**config.mk**
```make
export PLATFORM = sky130hd
export DESIGN_NAME = mem_arbiter
export DESIGN_NICKNAME = d
export VERILOG_FILES = /design/src/rtl/mem_arb_pkg.sv /design/src/rtl/arb_wait_ctr.sv /design/src/rtl/mem_arbiter.sv
export SDC_FILE = /design/constraint.sdc
export NUM_CORES = 1
export LEC_CHECK = 0
export CAP_MARGIN = 10
export CELL_PAD_IN_SITES_DETAIL_PLACEMENT = 0
export CELL_PAD_IN_SITES_GLOBAL_PLACEMENT = 1
export CORE_MARGIN = 2
export CORE_UTILIZATION = 31
export DETAILED_ROUTE_END_ITERATION = 8
export PLACE_DENSITY = 0.83
export SLEW_MARGIN = 20
export SYNTH_ARGS = -nofsm -noshare
export SYNTH_HDL_FRONTEND = slang
export SYNTH_SLANG_ARGS = --single-unit
```
**constraint.sdc**
```tcl
create_clock -name clk -period 5.5 [get_ports clk]
set_clock_uncertainty 0.2 [all_clocks]
set_input_delay 1.1 -clock clk [delete_from_list [all_inputs] [get_ports clk]]
set_output_delay 1.1 -clock clk [all_outputs]
set_load 0.02 [all_outputs]
```
**src/rtl/mem_arb_pkg.sv**
```systemverilog
`default_nettype none
// ============================================================================
// mem_arb_pkg : shared types and sizing helper for the memory arbiter
// Revision    : 1.0
// ============================================================================
package mem_arb_pkg;

    typedef enum logic [1:0] {
        IDLE = 2'd0,
        ACC  = 2'd1,
        DONE = 2'd2
    } state_t;

    typedef enum logic {
        REQ_CPU = 1'b0,
        REQ_DBG = 1'b1
    } req_id_t;

    // Bits needed to hold 0..max_val, never less than one.
    function automatic int ctr_width(input int max_val);
        return (max_val < 1) ? 1 : $clog2(max_val + 1);
    endfunction

endpackage
`default_nettype wire

```
**src/rtl/arb_wait_ctr.sv**
```systemverilog
`default_nettype none
// ============================================================================
// arb_wait_ctr : loadable down-counter with zero flag for memory wait cycles
// Revision     : 1.0
// ============================================================================
module arb_wait_ctr #(
    parameter int CW = 2
) (
    input  logic          clk,
    input  logic          reset,
    input  logic          load,
    input  logic [CW-1:0] load_val,
    input  logic          dec,
    output logic          zero
);

    logic [CW-1:0] count;

    // Parks at zero; the FSM leaves ACC on the zero cycle.
    always_ff @(posedge clk or posedge reset) begin
        if (reset) begin
            count <= '0;
        end else if (load) begin
            count <= load_val;
        end else if (dec && !zero) begin
            count <= count - CW'(1);
        end
    end

    assign zero = (count == '0);

endmodule
`default_nettype wire

```
**src/rtl/mem_arbiter.sv**
```systemverilog
`default_nettype none
// ============================================================================
// mem_arbiter : shares one memory port between the CPU and a debug loader,
//               with programmable wait cycles and a one-cycle ack per access
// Revision    : 1.0
// ============================================================================
module mem_arbiter
    import mem_arb_pkg::*;
#(
    parameter int AW      = 32,
    parameter int DW      = 32,
    parameter int WAIT    = 2,
    parameter int DBG_MAX = 4
) (
    input  logic          clk,
    input  logic          reset,
    input  logic          cpu_req,
    input  logic          cpu_we,
    input  logic [AW-1:0] cpu_addr,
    input  logic [DW-1:0] cpu_wdata,
    output logic [DW-1:0] cpu_rdata,
    output logic          cpu_ack,
    input  logic          dbg_req,
    input  logic          dbg_we,
    input  logic [AW-1:0] dbg_addr,
    input  logic [DW-1:0] dbg_wdata,
    output logic [DW-1:0] dbg_rdata,
    output logic          dbg_ack,
    output logic          mem_we,
    output logic [AW-1:0] mem_addr,
    output logic [DW-1:0] mem_wdata,
    input  logic [DW-1:0] mem_rdata,
    output logic          busy
);

    localparam int            CW         = ctr_width(WAIT);
    localparam int            SW         = ctr_width(DBG_MAX);
    localparam logic [CW-1:0] WAIT_LD    = CW'(WAIT);
    localparam logic [SW-1:0] STREAK_MAX = SW'(DBG_MAX);

    state_t        state;
    state_t        state_next;
    req_id_t       owner;
    req_id_t       grant_id;
    logic          grant;
    logic          ctr_load;
    logic          ctr_dec;
    logic          ctr_zero;
    logic          capture;
    logic          acc_we;
    logic [SW-1:0] streak;

    arb_wait_ctr #(
        .CW (CW)
    ) u_wait_ctr (
        .clk      (clk),
        .reset    (reset),
        .load     (ctr_load),
        .load_val (WAIT_LD),
        .dec      (ctr_dec),
        .zero     (ctr_zero)
    );

    always_ff @(posedge clk or posedge reset) begin
        if (reset) begin
            state <= IDLE;
        end else begin
            state <= state_next;
        end
    end

    always_comb begin
        state_next = state;
        grant      = 1'b0;
        grant_id   = REQ_CPU;
        ctr_load   = 1'b0;
        ctr_dec    = 1'b0;
        capture    = 1'b0;
        mem_we     = 1'b0;
        case (state)
            IDLE: begin
                // Debug normally wins; a pending CPU is forced through once
                // debug has taken DBG_MAX grants in a row.
                if (dbg_req && !(cpu_req && (streak == STREAK_MAX))) begin
                    grant    = 1'b1;
                    grant_id = REQ_DBG;
                end else if (cpu_req) begin
                    grant    = 1'b1;
                    grant_id = REQ_CPU;
                end
                if (grant) begin
                    ctr_load   = 1'b1;
                    state_next = ACC;
                end
            end
            ACC: begin
                ctr_dec = 1'b1;
                if (ctr_zero) begin
                    mem_we     = acc_we;
                    capture    = 1'b1;
                    state_next = DONE;
                end
            end
            DONE: begin
                state_next = IDLE;
            end
            default: begin
                state_next = IDLE;
            end
        endcase
    end

    always_ff @(posedge clk or posedge reset) begin
        if (reset) begin
            owner     <= REQ_CPU;
            acc_we    <= 1'b0;
            mem_addr  <= '0;
            mem_wdata <= '0;
        end else if (grant) begin
            owner     <= grant_id;
            acc_we    <= (grant_id == REQ_DBG) ? dbg_we    : cpu_we;
            mem_addr  <= (grant_id == REQ_DBG) ? dbg_addr  : cpu_addr;
            mem_wdata <= (grant_id == REQ_DBG) ? dbg_wdata : cpu_wdata;
        end
    end

    // Read data is kept per requester so a write never disturbs it.
    always_ff @(posedge clk or posedge reset) begin
        if (reset) begin
            cpu_rdata <= '0;
            dbg_rdata <= '0;
        end else if (capture && !acc_we) begin
            if (owner == REQ_DBG) begin
                dbg_rdata <= mem_rdata;
            end else begin
                cpu_rdata <= mem_rdata;
            end
        end
    end

    always_ff @(posedge clk or posedge reset) begin
        if (reset) begin
            streak <= '0;
        end else if (grant) begin
            if ((grant_id == REQ_DBG) && cpu_req) begin
                if (streak != STREAK_MAX) begin
                    streak <= streak + SW'(1);
                end
            end else begin
                streak <= '0;
            end
        end
    end

    assign cpu_ack = (state == DONE) && (owner == REQ_CPU);
    assign dbg_ack = (state == DONE) && (owner == REQ_DBG);
    assign busy    = (state != IDLE);

endmodule
`default_nettype wire
```
* Word-level counts from Yosys, hierarchy flattened
Cells that the tools add are included.
Storage, ports and cells: register bits 137, output and inout port bits 132, logic and storage cells 60
Cells by class: $add $sub $neg 2, equal/unequal tests 7, mux-type cells 23, bitwise logic cells 1, reduce and logical (&&, ||, !) cells 18
Operators by type and width (count):
- 32-bit 2-to-1 mux | 2
- 1-bit 2-to-1 mux | 14
- 2-bit 2-to-1 mux | 4
- 2-bit AND reduction | 4
- 1-bit logical AND | 7
- 3-bit 2-to-1 mux | 2
- 2-bit zero test | 2
- 2-bit by 1-bit inequality test with 1-bit output (second input constant) | 2
- 2-bit case mux with 2 select lines | 1
- 2-bit nonzero test | 2
- 3-bit by 1-bit adder with 3-bit output (second input constant) | 1
- 3-bit equality test (second input constant) | 1
- 1-bit zero test | 3
- 3-bit inequality test (second input constant) | 1
- 2-bit by 1-bit equality test with 1-bit output (second input constant) | 1
- 2-bit equality test (second input constant) | 1
- 2-bit inequality test (second input constant) | 1
- 2-bit by 1-bit subtractor with 2-bit output (second input constant) | 1
- 1-bit NOT | 1

* Logic depth before layout (Yosys ltp)
Gate-level depths: netlist of the first run.
depth in word-level cells 9, gate-level depth with buffers 7, gate-level depth less buffers 5

* By module
A second synthesis of the first run with hierarchy kept.
Unflattened totals: cells, all modules 561, area, all modules 6414.9 sq um
Modules (own cells, without submodules):
- mem_arbiter | times used 1, cells each 548, area each 6279.8 sq um, sequential area each 3378.2 sq um
- arb_wait_ctr | times used 1, cells each 13, area each 135.1 sq um, sequential area each 50.0 sq um

* Worst setup path after synthesis of the first run
No wires, ideal clock.
path kind flip-flop to output port, start register state[1], end output port busy, arrival 1.279 ns, required time 4.200 ns, slack 2.921 ns, cell stages (with the launch flop) 5, buffers on the path 2, cell sequence dfrtp_1 -> nor2_2 -> buf_2 -> clkbuf_1 -> inv_1
On the way: longest elaborated chain between the ends 1
RTL lines:
- start: declaration | RTL line mem_arbiter.sv:41 | state_t state;
- start signal: assignment | RTL line mem_arbiter.sv:68 | state <= state_next;
- 2-bit nonzero test | RTL line mem_arbiter.sv:157 | assign busy = (state != IDLE);
- end: declaration | RTL line mem_arbiter.sv:33 | output logic busy
Every way passes these cells.

* Worst setup path after layout of the first run
Ends and elaborated chain as after synthesis.

==> reports/summary.txt, run 1 <==
Average instance area after synthesis: 11.3 um2
Area added between synthesis and finish: 59.8%
Number of cells produced by synthesis: 554
Clk root buf: sky130_fd_sc_hd__clkbuf_16
Layout Utilization: 50.9%
Final WS setup: 2060 ps
Final hold violation count: 0
Maximum achievable frequency: 291 MHz
Final instance area: 0.0100 mm2
Total routing resource utilization after global routing: 18.7%
Share of synthesized cell area in and, or, nand and nor gates: 13.7%
Setup Crit Path Kind: register to output port
Flops & latches, synth: 137
Pre-antenna DRT Iters: 4
Slowest-stage cell, CP: sky130_fd_sc_hd__nor2_4
Register area share after synthesis: 54.8%
Longest individual stage delay on the worst path: 630 ps
Sinks on Clock Net: 137
Routability Congestion: 0.777
Remaining global-route overflow: 0
Instance area at placement: 0.00938 mm2
Number of buffers added to fix hold violations after cts: 0
Final-stage net count: 993
Residual DRC: 0
Worst hold margin: 285 ps
Total Die Area: 0.0213 mm2
Worst rel slew slack: 33.8%
Kind of start point of the critical path: register
Arrival time reported for the critical path endpoint: 2140 ps
CORE AREA: 0.0197 mm2
Proportion of netlist area held by the largest area contributor: 54.8%
Most area-hungry cell type in the Yosys netlist: sky130_fd_sc_hd__dfrtp_1
Worst path required time: 4200 ps
Vertical extent of the die: 146 um
Distinct cell type count after synthesis: 31
Quantity of I/O buffers inserted on ports: 297
Largest net degree at the start of global routing: 68
Cells along the critical path: nor2_4 > inv_1 > clkdlybuf4s50_1
CTS-repair resized insts: 0
Antenna cells: 0
Effective utilization at floorplan: 31.9%
Measured slew at the worst slew-check pin: 993 ps
Synth async-reset ratio: 100%
Wire length per cell: 18.0 um
Number of vias per cell: 5.03
Total number of H-tree levels: 4
Maximum VDD drop: 0.000225 V
Synth Flop Type: sky130_fd_sc_hd__dfrtp_1
Initial antenna violation count: 0
Proportion of layout cells with a drive suffix above 1: 14.1%
Bufs and invs on worst path: 2
Count of pins on the block boundary: 298
First DRT Iteration DRCs: 282
Count of synthesis-stage warnings from yosys: 0
Combinational family with the most area after synthesis: simple AND/OR/NAND/NOR gates
Syn Nets: 723
Final critical-path share of the clock period: 62.6%
Top post-synthesis cells by area: sky130_fd_sc_hd__dfrtp_1 55%, sky130_fd_sc_hd__mux2_2 11%, sky130_fd_sc_hd__o221ai_1 8.1%
Clock Latency Late Sink: 410 ps
Global-route wire length before repair: 31.7 mm
Number of CTS-inserted buffers: 17
Max clock buf depth: 2
Outcome: completed
Count of antenna-violating nets left after detailed routing: 0
Fraction of the mapped netlist area in compound gates: 10.4%
XOR/XNOR Fraction of Synth Area: 0.140%
Clock tree from TritonCTS: built
Worst Setup End Kind: output port
Reported leakage power: 4.13 nW
Number of failing setup endpoints in the final timing report: 0
Total wire length after detailed routing: 19.8 mm
Synth Area in Adders: 0.600%
Number of synthesized flops with an enable pin: 0
Number of rows created at floorplan: 51
Combined area of all synthesized cells: 0.00626 mm2
Max Cap Viol: 0
Slew Viols, Final: 0
Width of the chip: 146 um
CP Max Fanout: 35
Number of setup buffers added after CTS: 0
Kind of cell adding the most delay to the critical path: buffers and inverters
RSZ-0062 raised after global routing: false
Slack of the worst reg-to-reg path: 2520 ps
Via count of the first global-routing pass: 5755
PwrDens: 607 mW/mm2
Class of the worst hold path: register to register
Sum of negative setup slack: 0 ps
Via count of the routed design: 5539
Clock slew at reported path FFs: 60 ps
Hpwl dp: 13.5 mm
Mux cell area share after synthesis: 11.7%
Min cycle time layout: 3440 ps
Worst slack at placement: 1940 ps
worst reg2reg max path, cell delays in order (launching register included):
cell and delay, ps:
sky130_fd_sc_hd__dfrtp_1 430, sky130_fd_sc_hd__nor2_4 630, sky130_fd_sc_hd__and2_2 950, sky130_fd_sc_hd__buf_4 440, sky130_fd_sc_hd__o221ai_1 170
routing by layer:
layer,part of all wire [%],vias up,global-route usage (%)
li1,-,2592,-
met1,43,2668,24.4
met2,47,255,29.4
met3,8.7,24,6.72
met4,1.5,0,5.49
met5,0,-,0
kinds of logic after synthesis:
group                      count (synthesis)
xor gates and xnor gates                   1
and+or+nand+nor                          149
muxes                                     65
AOI/OAI and AO/OA                         70
DFF                                      137
buffers and inverters                    129
adders and majority gates                  3
area by class of cell:
class                   instances  area, um2
clock buffers                  18        429
clock inverters                14        188
fillers                      1832       9650
inverters                      72        275
multi-input cells             288       2300
flip-flops and latches        137       3430
well taps                     265        332
repair buffers                308       3050
worst paths after layout:
check,startpoint,endpoint,cells past startpoint
max in group asynchronous,reset,mem_addr[8],3
min in group asynchronous,reset,dbg_rdata[10],2
setup reg to reg,state[1],mem_addr[29],4
hold reg to reg,cpu_rdata[12],cpu_rdata[12],1
setup / recovery,state[1],busy,3
hold / removal,cpu_rdata[12],cpu_rdata[12],1
layout by cell type (no fill, tap or decap), types with 2 or more instances in the layout:
master | Yosys | layout
sky130_fd_sc_hd__clkdlybuf4s50_1 | 0 | 296
sky130_fd_sc_hd__dfrtp_1 | 137 | 137
sky130_fd_sc_hd__inv_1 | 72 | 71
sky130_fd_sc_hd__nand3_1 | 67 | 66
sky130_fd_sc_hd__nand4_1 | 66 | 66
sky130_fd_sc_hd__mux2_2 | 60 | 60
sky130_fd_sc_hd__o221ai_1 | 58 | 58
sky130_fd_sc_hd__clkbuf_16 | 0 | 17
sky130_fd_sc_hd__buf_4 | 0 | 11
sky130_fd_sc_hd__o221ai_2 | 7 | 7
sky130_fd_sc_hd__inv_6 | 0 | 6
sky130_fd_sc_hd__mux2_1 | 4 | 4
sky130_fd_sc_hd__nand2_1 | 3 | 3
sky130_fd_sc_hd__ha_1 | 3 | 3
sky130_fd_sc_hd__clkinvlp_4 | 0 | 3
sky130_fd_sc_hd__bufinv_16 | 0 | 3
sky130_fd_sc_hd__and3b_1 | 2 | 2
sky130_fd_sc_hd__nor2b_1 | 2 | 2
sky130_fd_sc_hd__inv_8 | 0 | 2
metrics by stage:
stage	power (mW)	cells
floorplan	3.52	554
global placement	4.85	1070
detailed placement	4.91	1070
CTS	6.16	1102
global route	6.46	1102
finish	6.07	1102
synthesized netlist by cell type (2+ instances only):
cell and count:
sky130_fd_sc_hd__inv_1 72, sky130_fd_sc_hd__clkbuf_1 32, sky130_fd_sc_hd__nand4_1 66, sky130_fd_sc_hd__mux2_2 60, sky130_fd_sc_hd__ha_1 3, sky130_fd_sc_hd__nor2b_1 2, sky130_fd_sc_hd__buf_2 13, sky130_fd_sc_hd__buf_6 6
sky130_fd_sc_hd__dfrtp_1 137, sky130_fd_sc_hd__o221ai_2 7, sky130_fd_sc_hd__buf_1 6, sky130_fd_sc_hd__nand3_1 67, sky130_fd_sc_hd__and2_1 2, sky130_fd_sc_hd__and3b_1 2, sky130_fd_sc_hd__o221ai_1 58, sky130_fd_sc_hd__nand2_1 3
sky130_fd_sc_hd__mux2_1 4
report_power, final:
group / internal, mW / switching (mW) / leakage (nW) / total [mW]
combinational: 1.48 / 1.57 / 2.20 / 3.05
clock: 0.728 / 0.482 / 0.292 / 1.21
sequential: 1.53 / 0.285 / 1.63 / 1.81
total: 3.74 / 2.33 / 4.13 / 6.07
registers in the layout (all words and copies together) (netlist names), 2 cells and up:
signal,cells
state,2
mem_addr,32
cpu_rdata,32
streak,3
dbg_rdata,32
mem_wdata,32
u_wait_ctr.count,2
No activity file was read; power rests on OpenSTA's default activity.
==> run 2, diff against run 1 <==
- clock period: 5.5 -> 3.29 ns (I/O delays scaled with it)
==> run 2 against run 1 <==
Effect of this change:
- cell count up 0.45%
- clock-buffer cell count unchanged
- critical path depth rose by 2
- register-to-register slack got worse by 1400 ps
- critical endpoint is now mem_we
- non-clock buffer count up 5
- critical path type unchanged
- worst hold slack worse by 1.4 ps
- largest cell class unchanged
==> reports/summary.txt, run 2 (synthesis results as in run 1) <==
Residual DRC: 0
Global-route wire length before repair: 31.6 mm
Clock slew at reported path FFs: 60 ps
Pre-antenna DRT Iters: 4
Arrival time reported for the critical path endpoint: 1990 ps
Outcome: completed
Largest net degree at the start of global routing: 67
CP Max Fanout: 4
Number of rows created at floorplan: 51
Cells after DPL: 1075
Via count of the first global-routing pass: 5641
Part of the power in combinational logic: 51.2%
Max Cap Viol: 0
WHS Path Cells: 1
Startpoint of the most critical hold path: cpu_rdata[12]
Met3 routing resource usage after global routing: 6.03%
Number of CTS-inserted buffers: 17
Final hold violation count: 0
Proportion of layout cells with a drive suffix above 1: 14.7%
Total wire length after detailed routing: 19.7 mm
Layout Utilization: 51.2%
Slowest-stage cell, CP: sky130_fd_sc_hd__clkdlybuf4s50_1
Effective utilization at floorplan: 31.9%
Maximum achievable frequency: 351 MHz
Initial antenna violation count: 0
Met2 Resource Use GR: 29.8%
Source of the worst register-to-register timing path: state[1]
Via count of the routed design: 5539
Clk root buf: sky130_fd_sc_hd__clkbuf_16
Total Die Area: 0.0213 mm2
Filler-free cell count of the finished design: 1107
Count of antenna-violating nets left after detailed routing: 0
Clock tree from TritonCTS: built
RSZ-0062 raised after global routing: false
Worst hold margin: 284 ps
Antenna cells: 0
Remaining global-route overflow: 0
CORE AREA: 0.0197 mm2
Met1 track utilization from global routing: 23.9%
CTS-repair resized insts: 0
Total routing resource utilization after global routing: 18.7%
End of the worst hold path: cpu_rdata[12]
Quantity of I/O buffers inserted on ports: 297
Max clock buf depth: 2
Clock Latency Late Sink: 410 ps
Hpwl dp: 13.9 mm
Final critical-path share of the clock period: 86.5%
Number of failing setup endpoints in the final timing report: 0
Min cycle time layout: 2850 ps
PwrDens: 1000 mW/mm2
Most frequent cells in the layout: 296 x sky130_fd_sc_hd__clkdlybuf4s50_1, 137 x sky130_fd_sc_hd__dfrtp_1, 71 x sky130_fd_sc_hd__inv_1
Class of the worst hold path: register to register
Most crowded layer after global routing: met2
Total number of H-tree levels: 4
Wire length per cell: 17.8 um
First DRT Iteration DRCs: 256
Crit Reg-Reg Endpoint: mem_wdata[22]
Count of pins on the block boundary: 298
Worst-case reg-to-reg path depth: 4
Slew Viols, Final: 0
Sinks on Clock Net: 137
Width of the chip: 146 um
Cells along the critical path: inv_1 > ha_1 > and3b_1 > and2_1 > clkdlybuf4s50_1
Number of vias per cell: 5.00
Most common cell after layout, fill and taps aside: sky130_fd_sc_hd__clkdlybuf4s50_1
Vertical extent of the die: 146 um
Number of setup buffers added after CTS: 0
Longest individual stage delay on the worst path: 620 ps
Maximum VDD drop: 0.000463 V
Area added between synthesis and finish: 60.8%
Worst Setup End Kind: output port
Measured slew at the worst slew-check pin: 723 ps
Reported leakage power: 4.15 nW
Routability Congestion: 0.770
Fraction of power spent switching nets: 38.9%
Setup Crit Path Kind: register to output port
Worst path required time: 2430 ps
Final-stage net count: 998
Slack of the worst reg-to-reg path: 1090 ps
Reg power frac: 29.9%
Total internal power: 6.18 mW
Kind of start point of the critical path: register
Number of buffers added to fix hold violations after cts: 0
Worst rel slew slack: 51.8%
Clock share of power: 18.9%
Sum of negative setup slack: 0 ps
Total net switching power: 3.94 mW
[run 2: worst max-delay path by stage]
stage	from	endpoint
after floorplan	reset	acc_we
after global placement	cpu_req	mem_wdata[14]
after detailed placement	cpu_req	mem_wdata[22]
after CTS	u_wait_ctr.count[0]	mem_we
after global routing	u_wait_ctr.count[0]	mem_we
final	u_wait_ctr.count[0]	mem_we
[run 2: layout make-up]
class | count | area [um2]
Inverter | 72 | 274
Timing Repair Buffer | 313 | 3140
Clock buffer | 18 | 439
Tap cell | 265 | 332
Clock inverter | 14 | 155
Multi-Input combinational cell | 288 | 2300
Sequential cell | 137 | 3430
Fill cell | 1835 | 9590
[run 2: through the flow]
stage | setup slack, ps | power [mW] | instance area (um2)
2_1_floorplan | 725 | 5.88 | 6260
3_3_place_gp | 547 | 8.18 | 9470
3_5_place_dp | 501 | 8.27 | 9470
4_1_cts | 403 | 10.2 | 10100
5_1_grt | 339 | 10.8 | 10100
6_report | 444 | 10.1 | 10100
[run 2: critical path: cells and delay by family (launching register included)]
kind                     cells  cell delay [ps]
buffers and inverters        2              700
flip-flops                   1              360
AND/OR/NAND/NOR              2              360
adder cells (fa/ha/maj)      1              150
[run 2: layer usage]
layer | vias up | part of all wire (%)
met5 | - | 0
met4 | 0 | 2.2
met3 | 27 | 7.6
met2 | 237 | 47
met1 | 2672 | 43
li1 | 2603 | -
[run 2: power groups by stage]
stage | registers [mW] | logic [mW] | clock network (mW)
after detailed placement | 3.06 | 5.22 | 0
after global placement | 3.02 | 5.16 | 0
after CTS | 3.03 | 5.24 | 1.98
after global routing | 3.14 | 5.56 | 2.05
final | 3.02 | 5.18 | 1.92
after floorplan | 3.99 | 1.89 | 0
==> run 3, diff against run 2 <==
- CORE_UTILIZATION: 31 -> 30
- CTS_CLUSTER_SIZE: default -> 25
- PLACE_DENSITY: 0.83 -> 0.81
==> run 3 against run 2 <==
Effect of this change:
- worst setup slack improved by 8.7 ps
- combinational power decreased by 0.8%
- maximum frequency increased by 0.31%
- critical path depth unchanged
- clock-buffer cell count increased by 1
- first-iteration DRC count decreased by 2.7%
- utilization decreased by 2.0 points
- sequential power about the same
==> reports/summary.txt, run 3 (synthesis results as in run 1) <==
Final critical-path share of the clock period: 86.2%
Hpwl dp: 13.5 mm
Most common cell after layout, fill and taps aside: sky130_fd_sc_hd__clkdlybuf4s50_1
Largest net degree at the start of global routing: 91
Area added between synthesis and finish: 60.1%
Width of the chip: 148 um
Total Die Area: 0.0220 mm2
Number of failing setup endpoints in the final timing report: 0
Number of CTS-inserted buffers: 17
Class of the worst hold path: register to register
Sinks on Clock Net: 137
Clock tree from TritonCTS: built
Setup Crit Path Kind: register to output port
Most frequent cells in the layout: 296 x sky130_fd_sc_hd__clkdlybuf4s50_1, 137 x sky130_fd_sc_hd__dfrtp_1, 71 x sky130_fd_sc_hd__inv_1
First DRT Iteration DRCs: 249
Global-route wire length before repair: 30.5 mm
Remaining global-route overflow: 0
Max Cap Viol: 0
Final-stage net count: 995
CORE AREA: 0.0204 mm2
Min cycle time layout: 2840 ps
Number of setup buffers added after CTS: 0
Clock Latency Late Sink: 400 ps
Arrival time reported for the critical path endpoint: 1980 ps
Effective utilization at floorplan: 30.7%
Filler-free cell count of the finished design: 1110
Final instance area: 0.0100 mm2
Maximum achievable frequency: 352 MHz
Number of rows created at floorplan: 52
Count of antenna-violating nets left after detailed routing: 0
Worst path required time: 2430 ps
PwrDens: 1000 mW/mm2
Total routing resource utilization after global routing: 17.5%
Slew Viols, Final: 0
Total number of H-tree levels: 4
Via count of the first global-routing pass: 5574
Worst Setup End Kind: output port
CTS-repair resized insts: 0
Startpoint of the most critical hold path: cpu_rdata[5]
Clock slew at reported path FFs: 60 ps
Initial antenna violation count: 1
Final hold violation count: 0
Sum of negative setup slack: 0 ps
Clk root buf: sky130_fd_sc_hd__clkbuf_16
Cells after DPL: 1077
Wire length per cell: 17.7 um
Worst rel slew slack: 49.3%
Maximum VDD drop: 0.000436 V
RSZ-0062 raised after global routing: false
Reported leakage power: 4.12 nW
Number of vias per cell: 4.99
Pre-antenna DRT Iters: 4
Count of pins on the block boundary: 298
Residual DRC: 0
Routability Congestion: 0.744
Instance area at placement: 0.00944 mm2
Vertical extent of the die: 148 um
CP Max Fanout: 4
Total wire length after detailed routing: 19.6 mm
Outcome: completed
Proportion of layout cells with a drive suffix above 1: 14.3%
Max clock buf depth: 2
Number of buffers added to fix hold violations after cts: 0
Kind of start point of the critical path: register
Filler cells: 1875
Source of the worst register-to-register timing path: u_wait_ctr.count[0]
Quantity of I/O buffers inserted on ports: 297
Via count of the routed design: 5535
Measured slew at the worst slew-check pin: 760 ps
Crit path launch: u_wait_ctr.count[0]
## run 3: cell count changes in the layout (fill, tap and decap cells not counted)
cell	delta
sky130_fd_sc_hd__buf_12	-1
sky130_fd_sc_hd__buf_4	-2
sky130_fd_sc_hd__clkbuf_1	+1
sky130_fd_sc_hd__clkinv_4	-1
sky130_fd_sc_hd__clkinvlp_4	+2
sky130_fd_sc_hd__diode_2	+1
sky130_fd_sc_hd__inv_6	+1
sky130_fd_sc_hd__inv_8	-3
## run 3: cell type report
| class | instances | area [um2] | area share [%] |
|---|---|---|---|
| Tap cell | 270 | 338 | 3.37 |
| Sequential cell | 137 | 3430 | 34.2 |
| Clock inverter | 13 | 136 | 1.36 |
| Antenna cell | 1 | 2.50 | 0.0250 |
| Inverter | 72 | 274 | 2.73 |
| Clock buffer | 19 | 443 | 4.42 |
| Multi-Input combinational cell | 288 | 2300 | 22.9 |
| Timing Repair Buffer | 310 | 3100 | 31.0 |
## run 3: worst paths after layout
| check | end | slack (ps) | cells past startpoint |
|---|---|---|---|
| max | mem_we | 450 | 5 |
| min | cpu_rdata[5] | 290 | 1 |
| max reg2reg | cpu_rdata[13] | 1150 | 6 |
| min reg2reg | cpu_rdata[5] | 290 | 1 |
| max in group asynchronous | streak[0] | 1800 | 3 |
| min in group asynchronous | cpu_rdata[23] | 530 | 3 |
## run 3: metrics by stage
step / setup slack (ps) / power [mW] / hold slack [ps] / utilization, %
2_1_floorplan: 725 / 5.88 / 277 / -
3_5_place_dp: 516 / 8.24 / 278 / 46.4
6_report: 453 / 10.0 / 287 / 49.2
5_1_grt: 353 / 10.6 / 306 / 49.2
3_3_place_gp: 577 / 8.16 / 269 / 46.4
4_1_cts: 417 / 10.2 / 293 / 49.2
## run 3: power breakdown
group          leakage (nW)  total (mW)  internal, mW  switching [mW]
registers              1.63        3.02          2.55           0.466
clock network         0.266        1.87          1.08           0.788
logic                  2.22        5.14          2.51            2.62
## run 3: routing by layer
metal  global-route usage (%)  up-vias  part of all wire [%]
li1                         -     2593                     -
met1                     21.8     2680                    42
met2                     28.4      241                    47
met3                     6.17       21                   9.3
met4                     5.62        0                   1.7
met5                        0        -                     0
## run 3: worst max-delay path: stages, from the launching register on
cell,delay (ps)
sky130_fd_sc_hd__dfrtp_1,360
sky130_fd_sc_hd__inv_1,80
sky130_fd_sc_hd__ha_1,160
sky130_fd_sc_hd__and3b_1,220
sky130_fd_sc_hd__and2_1,140
sky130_fd_sc_hd__clkdlybuf4s50_1,630
